==> src/rtl/lcd_bus_pkg.sv <==
// Shared definitions for the LCD parallel-bus read and write paths:
// read FSM encoding, status bit positions and default bus timing.
package lcd_bus_pkg;

  typedef enum logic [2:0] {
    ST_IDLE,
    ST_SETUP,
    ST_STROBE,
    ST_HOLD,
    ST_RECOVER
  } lcd_rd_state_e;

  localparam int unsigned LCD_STATUS_BUSY_BIT = 7;

  localparam int unsigned LCD_T_AS  = 1;
  localparam int unsigned LCD_T_RD  = 4;
  localparam int unsigned LCD_T_AH  = 1;
  localparam int unsigned LCD_T_REC = 2;

  // Phase timer width; every timing constant must be <= 2**LCD_PHASE_W.
  localparam int unsigned LCD_PHASE_W = 8;

  function automatic logic [LCD_PHASE_W-1:0] phase_load(input int unsigned cycles);
    return LCD_PHASE_W'(cycles - 1);
  endfunction

endpackage

==> src/rtl/lcd_bus_reader_timer.sv <==
// Loadable down-counter with a zero flag; times each bus phase.
module lcd_phase_timer #(
  parameter int unsigned W = 8
) (
  input  logic         clk,
  input  logic         rst,
  input  logic         load_i,
  input  logic [W-1:0] load_val_i,
  output logic         zero_o
);

  logic [W-1:0] count_q;

  always_ff @(posedge clk) begin
    if (rst) begin
      count_q <= '0;
    end else if (load_i) begin
      count_q <= load_val_i;
    end else if (count_q != '0) begin
      count_q <= count_q - W'(1);
    end
  end

  assign zero_o = (count_q == '0);

endmodule

==> src/rtl/lcd_bus_reader.sv <==
// Read-side master for the 8080-style LCD bus: single status/data reads or
// repeated status polling until the busy bit clears. All outputs registered.
module lcd_bus_reader
  import lcd_bus_pkg::*;
#(
  parameter int unsigned T_AS     = LCD_T_AS,
  parameter int unsigned T_RD     = LCD_T_RD,
  parameter int unsigned T_AH     = LCD_T_AH,
  parameter int unsigned T_REC    = LCD_T_REC,
  parameter int unsigned BUSY_BIT = LCD_STATUS_BUSY_BIT,
  parameter int unsigned POLL_MAX = 255,
  parameter int unsigned PCW      = 8
) (
  input  logic           clk,
  input  logic           rst,
  input  logic           req_valid,
  output logic           req_ready,
  input  logic           req_a0,
  input  logic           req_poll,
  output logic           rsp_valid,
  output logic [7:0]     rsp_data,
  output logic           rsp_timeout,
  output logic [PCW-1:0] poll_count,
  input  logic [7:0]     data_i,
  output logic           cs_n,
  output logic           rd_n,
  output logic           wr_n,
  output logic           a0,
  output logic           bus_busy
);

  lcd_rd_state_e state_q, state_d;
  logic cs_n_q, cs_n_d, rd_n_q, rd_n_d, a0_q, a0_d;
  logic req_ready_q, req_ready_d, bus_busy_q, bus_busy_d;
  logic rsp_valid_q, rsp_valid_d, rsp_timeout_q, rsp_timeout_d;
  logic [7:0] rsp_data_q, rsp_data_d, shadow_q, shadow_d;
  logic [PCW-1:0] poll_count_q, poll_count_d;
  logic poll_q, poll_d, done_q, done_d;
  logic phase_load_en, phase_zero, busy_seen, at_max;
  logic [LCD_PHASE_W-1:0] phase_val;

  lcd_phase_timer #(.W(LCD_PHASE_W)) u_timer (
    .clk       (clk),
    .rst       (rst),
    .load_i    (phase_load_en),
    .load_val_i(phase_val),
    .zero_o    (phase_zero)
  );

  assign busy_seen = poll_q && shadow_q[BUSY_BIT];
  assign at_max    = (poll_count_q == PCW'(POLL_MAX));

  always_comb begin
    state_d       = state_q;
    a0_d          = a0_q;
    poll_d        = poll_q;
    poll_count_d  = poll_count_q;
    shadow_d      = shadow_q;
    done_d        = done_q;
    rsp_valid_d   = 1'b0;
    rsp_data_d    = rsp_data_q;
    rsp_timeout_d = rsp_timeout_q;
    phase_val     = '0;

    case (state_q)
      ST_IDLE: begin
        if (req_valid && req_ready_q) begin
          state_d      = ST_SETUP;
          a0_d         = req_poll ? 1'b0 : req_a0;
          poll_d       = req_poll;
          poll_count_d = '0;
          done_d       = 1'b0;
        end
      end
      ST_SETUP: if (phase_zero) state_d = ST_STROBE;
      ST_STROBE: begin
        if (phase_zero) begin
          state_d  = ST_HOLD;
          shadow_d = data_i;
          if (!at_max) poll_count_d = poll_count_q + PCW'(1);
        end
      end
      ST_HOLD: begin
        // Response decision is taken on entry to RECOVER and remembered in done.
        if (phase_zero) begin
          state_d = ST_RECOVER;
          done_d  = !busy_seen || at_max;
          if (!busy_seen || at_max) begin
            rsp_valid_d   = 1'b1;
            rsp_data_d    = shadow_q;
            rsp_timeout_d = busy_seen;
          end
        end
      end
      ST_RECOVER: if (phase_zero) state_d = done_q ? ST_IDLE : ST_SETUP;
      default: state_d = ST_IDLE;
    endcase

    phase_load_en = (state_d != state_q);
    case (state_d)
      ST_SETUP:   phase_val = phase_load(T_AS);
      ST_STROBE:  phase_val = phase_load(T_RD);
      ST_HOLD:    phase_val = phase_load(T_AH);
      ST_RECOVER: phase_val = phase_load(T_REC);
      default:    phase_val = '0;
    endcase

    cs_n_d      = !(state_d inside {ST_SETUP, ST_STROBE, ST_HOLD});
    rd_n_d      = (state_d != ST_STROBE);
    bus_busy_d  = (state_d != ST_IDLE);
    req_ready_d = (state_d == ST_IDLE);
  end

  always_ff @(posedge clk) begin
    if (rst) begin
      state_q       <= ST_IDLE;
      cs_n_q        <= 1'b1;
      rd_n_q        <= 1'b1;
      a0_q          <= 1'b0;
      req_ready_q   <= 1'b0;
      bus_busy_q    <= 1'b0;
      rsp_valid_q   <= 1'b0;
      rsp_data_q    <= '0;
      rsp_timeout_q <= 1'b0;
      poll_count_q  <= '0;
      poll_q        <= 1'b0;
      shadow_q      <= '0;
      done_q        <= 1'b0;
    end else begin
      state_q       <= state_d;
      cs_n_q        <= cs_n_d;
      rd_n_q        <= rd_n_d;
      a0_q          <= a0_d;
      req_ready_q   <= req_ready_d;
      bus_busy_q    <= bus_busy_d;
      rsp_valid_q   <= rsp_valid_d;
      rsp_data_q    <= rsp_data_d;
      rsp_timeout_q <= rsp_timeout_d;
      poll_count_q  <= poll_count_d;
      poll_q        <= poll_d;
      shadow_q      <= shadow_d;
      done_q        <= done_d;
    end
  end

  assign req_ready   = req_ready_q;
  assign rsp_valid   = rsp_valid_q;
  assign rsp_data    = rsp_data_q;
  assign rsp_timeout = rsp_timeout_q;
  assign poll_count  = poll_count_q;
  assign cs_n        = cs_n_q;
  assign rd_n        = rd_n_q;
  assign wr_n        = 1'b1;
  assign a0          = a0_q;
  assign bus_busy    = bus_busy_q;

endmodule

==> config.mk <==
export PLATFORM = sky130hd
export DESIGN_NAME = lcd_bus_reader
export DESIGN_NICKNAME = d
export VERILOG_FILES = /design/src/rtl/lcd_bus_pkg.sv /design/src/rtl/lcd_bus_reader_timer.sv /design/src/rtl/lcd_bus_reader.sv
export SDC_FILE = /design/constraint.sdc
export NUM_CORES = 1
export LEC_CHECK = 0
export ABC_AREA = 1
export CORE_MARGIN = 5
export CORE_UTILIZATION = 36
export CTS_BUF_LIST = sky130_fd_sc_hd__clkbuf_4 sky130_fd_sc_hd__clkbuf_8
export CTS_CLUSTER_DIAMETER = 200
export DETAILED_ROUTE_END_ITERATION = 6
export SYNTH_ARGS = -nofsm -noshare
export SYNTH_HDL_FRONTEND = slang
export SYNTH_SLANG_ARGS = --single-unit
==> constraint.sdc <==
create_clock -name clk -period 1.8 [get_ports clk]
set_input_delay 0.45 -clock clk [delete_from_list [all_inputs] [get_ports clk]]
set_output_delay 0.45 -clock clk [all_outputs]
set_load 0.01 [all_outputs]
Word level (Yosys, flattened, before mapping)

Index checks and enable logic that the tools add are counted.

Output and inout port bits: 24
Bits in registers: 44

Eq/ne operators: 15
Bitwise gates (word level): 2
Reduce and logical (&&, ||, !) cells: 20
Muxes and demuxes: 19
Add/sub/neg operators: 2

Operators by type and width:

| kind                                                                | count |
|---|---|
| 8-bit 2-to-1 mux                                                    | 5 |
| 8-bit case mux with 2 select lines                                  | 1 |
| 3-bit 2-to-1 mux                                                    | 5 |
| 3-bit case mux with 5 select lines                                  | 1 |
| 3-bit by 2-bit == test with 1-bit output (second input constant)    | 4 |
| 8-bit by 1-bit adder with 8-bit output (second input constant)      | 1 |
| 8-bit == test (second input constant)                               | 1 |
| 8-bit zero test                                                     | 1 |
| 2-bit != test (second input constant)                               | 4 |
| 8-bit nonzero test                                                  | 1 |
| 8-bit by 1-bit subtractor with 8-bit output (second input constant) | 1 |
| 3-bit by 1-bit == test with 1-bit output (second input constant)    | 2 |
| 3-bit == test (second input constant)                               | 2 |
| 3-bit zero test                                                     | 2 |
| 3-bit AND reduction                                                 | 2 |
| 2-bit nonzero test                                                  | 3 |
| 3-bit nonzero test                                                  | 2 |
| 1-bit 2-to-1 mux                                                    | 5 |
| 2-bit case mux with 2 select lines                                  | 1 |
| 2-bit AND reduction                                                 | 2 |
| 4-bit AND reduction                                                 | 1 |
| 3-bit by 2-bit != test with 1-bit output (second input constant)    | 1 |
| 3-bit != test                                                       | 1 |
| 3-bit OR reduction                                                  | 1 |
| other kinds (5)                                                     | 8 |

Logic depth before layout (Yosys ltp)

Depth after elaboration: 6
Gate-level depth with buffers: 13
Mapped depth without buffers: 13

Cells and area by module

A second synthesis with hierarchy kept.

Cell total of the unflattened synthesis: 285
Area total of the unflattened synthesis: 2075.7 um^2

Modules (own cells, without submodules):

| module          | area an instance (um^2) | times used | sequential area each (um^2) | cells each |
|---|---|---|---|---|
| lcd_bus_reader  | 1602.8                  | 1          | 720.7                       | 215 |
| lcd_phase_timer | 473.0                   | 1          | 160.2                       | 70 |

Least setup slack after synthesis

No wires, ideal clock.

Kind: register -> register
Start: register poll_count_q[0], in the netlist poll_count[0]
End: register rsp_data_q[6], in the netlist rsp_data[6]
Data required time: 1.684 ns
Arrival time: 1.525 ns
Clock period less this slack: 1.642 ns
Path slack: 0.158 ns
Stages on the path, launching flop included: 10
Library setup time: 0.116 ns
Cells stage by stage: dfxtp_1 > ha_1 > nand2_2 > nor3_2 > nand3_1 > nand2_1 > nand3_4 > buf_6 > o21ai_2 > a21oi_1

Cells in the longest elaborated chain, start to end: 3

Ends and longest elaborated chain:

| item                          | RTL line              | text |
|---|---|---|
| start, declared               | lcd_bus_reader.sv:37  | `logic [PCW-1:0] poll_count_q, poll_count_d;` |
| start signal, assigned        | lcd_bus_reader.sv:139 | `poll_count_q <= poll_count_d;` |
| 8-bit == test                 | lcd_bus_reader.sv:51  | `assign at_max = (poll_count_q == PCW'(POLL_MAX));` |
| 1-bit logical OR              | lcd_bus_reader.sv:88  | `if (!busy_seen \|\| at_max) begin` |
| 3-bit AND reduction (no line) | --                    |  |
| end signal, assigned          | lcd_bus_reader.sv:137 | `rsp_data_q <= rsp_data_d;` |
| end, declared                 | lcd_bus_reader.sv:36  | `logic [7:0] rsp_data_q, rsp_data_d, shadow_q, shadow_d;` |

No other way between the ends.
A chain may end at the register's enable or synchronous reset.

Worst setup path in the final report

Start: register poll_count_q[3], in the netlist poll_count[3]
End: output poll_count[3]

RTL lines:

| item          | RTL line             | text |
|---|---|---|
| end, declared | lcd_bus_reader.sv:23 | `output logic [PCW-1:0] poll_count,` |

No word-level cell between the ends.

==> results.cfg <==
[route]
vias_per_cell = 4.53
drtPass1Iterations = 4
drcViolationCount = 0
drt_iter0_markers = 36
routed_wl_mm = 4.47
vias = 1781
wl_per_cell_um = 11.4
ant_nets = 0

[worst_setup_path]
required_ns = 1.35
cpPeakStageDelay_ns = 0.53
critPathMaxFanout = 3
critPathKind = flop to primary output
path_cells = buf_4 > clkdlybuf4s50_1
r2r_cells = 8
cpMaxStageDelayCell = clkdlybuf4s50_1
arrival_ns = 1.28
crit_path_end_kind = primary output
startpoint_type = flop

[power_and_ir_drop]
power.leakage_nw = 1.22
vdd_ir_drop_max_mv = 0.561
pwr_density_cell_nw_per_um2 = 1220
power_w = 0.00334

[timing]
max_freq_mhz = 578
final.setup.worst_slack_ns = 0.0699
hold_viol = 0
finalSetupViolations = 0
maxSlewHeadroom_pct = 58.6
grt_setup_unrepaired = no
worst_slew_pin_slew_ns = 0.619
period_needed_ns = 1.73
fin_crit_sh_pct = 96.1
slew_viol_final = 0
finalClockSkew_ns = 0.00722

[yosys]
synth_cells = 267
synth-seq-cells = 44
synth_top_area_share_pct = 42.6
yosysWarningCount = 0
synth_cell_types = 33
synth_top_area_cell = dfxtp_1
ys_seq_area_share_pct = 42.6
netlist_area_sq_um = 2070
synth_fp_nets = 283
ys_top_cells_by_area = dfxtp_1, nand2_1, nor2_1, o21ai_0, inv_1
syn_area_per_cell_sq_um = 7.74

[placement]
dpl.cell_count = 382
post-place-ws_ns = -0.0443
dp_hpwl_mm = 3.22
port_buffers = 35
gp_congestion = 0.802
placed_cell_area_sq_um = 2570

[global_route]
grt_pass1_wl_mm = 7.29
grt_max_degree = 23
grt_pass1_vias = 1669
grt_usage_pct = 12.3
overflow = 0
antenna_found_initial = 0

[cells_and_area]
seq_area_sq_um = 882
diodes = 0
multi_input_area_sq_um = 1050
drive_gt1_share_pct = 20.2
fillers = 596
fin_nets = 337
layout_commonest_cell = dfxtp_1
area_delta_synth_final_pct = 32.3
layout_common_cells = dfxtp_1, nor2_1, nand2_1
fin_cells = 393
final_cell_area_sq_um = 2730

[clock_tree]
cts_tree = yes
worst_skew_pair.late_latency_ns = 0.29
clk_path_buf_depth = 2
clock_sinks = 44
cts_hold_buf = 0
htree_levels = 2
numCtsBuffers = 5
cts.clk_slew.worst_paths_ns = 0.08
clockRootBuffer = clkbuf_8

[floorplan]
die_w_um = 85.8
chipHeight_um = 85.8
dieArea_sq_um = 7360
row_count = 27
initial_core_util_pct = 37.3
core_sq_um = 5540
ios = 37

[run]
max_cap_violations = 0

[worst_hold_path]
hold-path-cell-count = 2
min_path_type = flop to flop

[outcome]
outcome = completed
[flip-flops by register name (all words and copies together), names as in the netlist]
| name | cells |
|---|---|
| poll_count | 8 |
| rsp_data | 8 |
| shadow_q | 8 |
| u_timer.count_q | 8 |
| state_q | 3 |
| a0 | 1 |
| bus_busy | 1 |
| cs_n | 1 |
| done_q | 1 |
| poll_q | 1 |
| rd_n | 1 |
| req_ready | 1 |
| rsp_timeout | 1 |
| rsp_valid | 1 |
[worst paths after layout]
kind,startpoint,end,slack (ns)
setup / recovery,poll_count[3],poll_count[3],0.07
hold / removal,rsp_data[6],rsp_data[6],0.44
setup reg to reg,poll_count[0],rsp_data[3],0.14
hold reg to reg,rsp_data[6],rsp_data[6],0.44
[power breakdown]
part,leakage (nW),switching [W],internal [W]
combinational,0.812,0.000869,0.000607
sequential,0.358,0.0000888,0.00112
clock,0.0503,0.000311,0.000342
[per-layer routing]
metal / up-vias / share of wire, % / track usage (%)
met5: - / 0 / 0
met4: 0 / 1.4 / 4.75
met3: 4 / 4.5 / 3.27
met2: 38 / 45 / 19.8
met1: 788 / 49 / 15.6
li1: 951 / - / -
[cell usage after synthesis (all sizes together)]
master and number:
conb 1, a21oi 16, nor3 3, dfxtp 44, o21ai 29, nand4 3
nand2 49, xor2 7, or2 2, nor2 49, o211a 2, buf 3
inv 37, clkbuf 2, clkinv 1, o21bai 1, nand3 15, ha 3
[metrics by stage]
stage / util (%) / hold WS (ns) / setup TNS, ns
floorplan: - / 0.466 / 0
global placement: 46.5 / 0.434 / -0.0478
detailed placement: 46.5 / 0.433 / -0.208
CTS: 48.2 / 0.450 / 0
global route: 49.3 / 0.460 / 0
finish: 49.3 / 0.443 / 0
[worst max-delay path, delay by kind of cell (launching register included)]
family,cells,cell delay (ns)
buffers and inverters,2,0.66
DFF,1,0.34
[cells by family after synthesis]
family                   after synthesis  share of synthesized area, %
adder cells (fa/ha/maj)                3                          1.82
other                                  1                         0.181
XOR/XNOR                               7                          2.97
flip-flops                            44                          42.6
AO/OA/AOI/OAI                         48                          12.8
buffers and inverters                 43                          8.66
AND/OR/NAND/NOR                      121                          31.0
[cell type report]
class	instances	area share [%]
Timing Repair Buffer	50	17.1
Clock buffer	7	3.52
Sequential cell	44	32.3
Tap cell	72	3.30
Inverter	38	5.40
Multi-Input combinational cell	182	38.4
[timing repair]
action | 4_1_cts | 5_1_grt
resized for setup | 0 | 14
endpoints found under the setup margin | 0 | 12
endpoints found under the hold margin | 0 | 0
setup buffers | 0 | 2
Power figures use the tool's default switching activity.
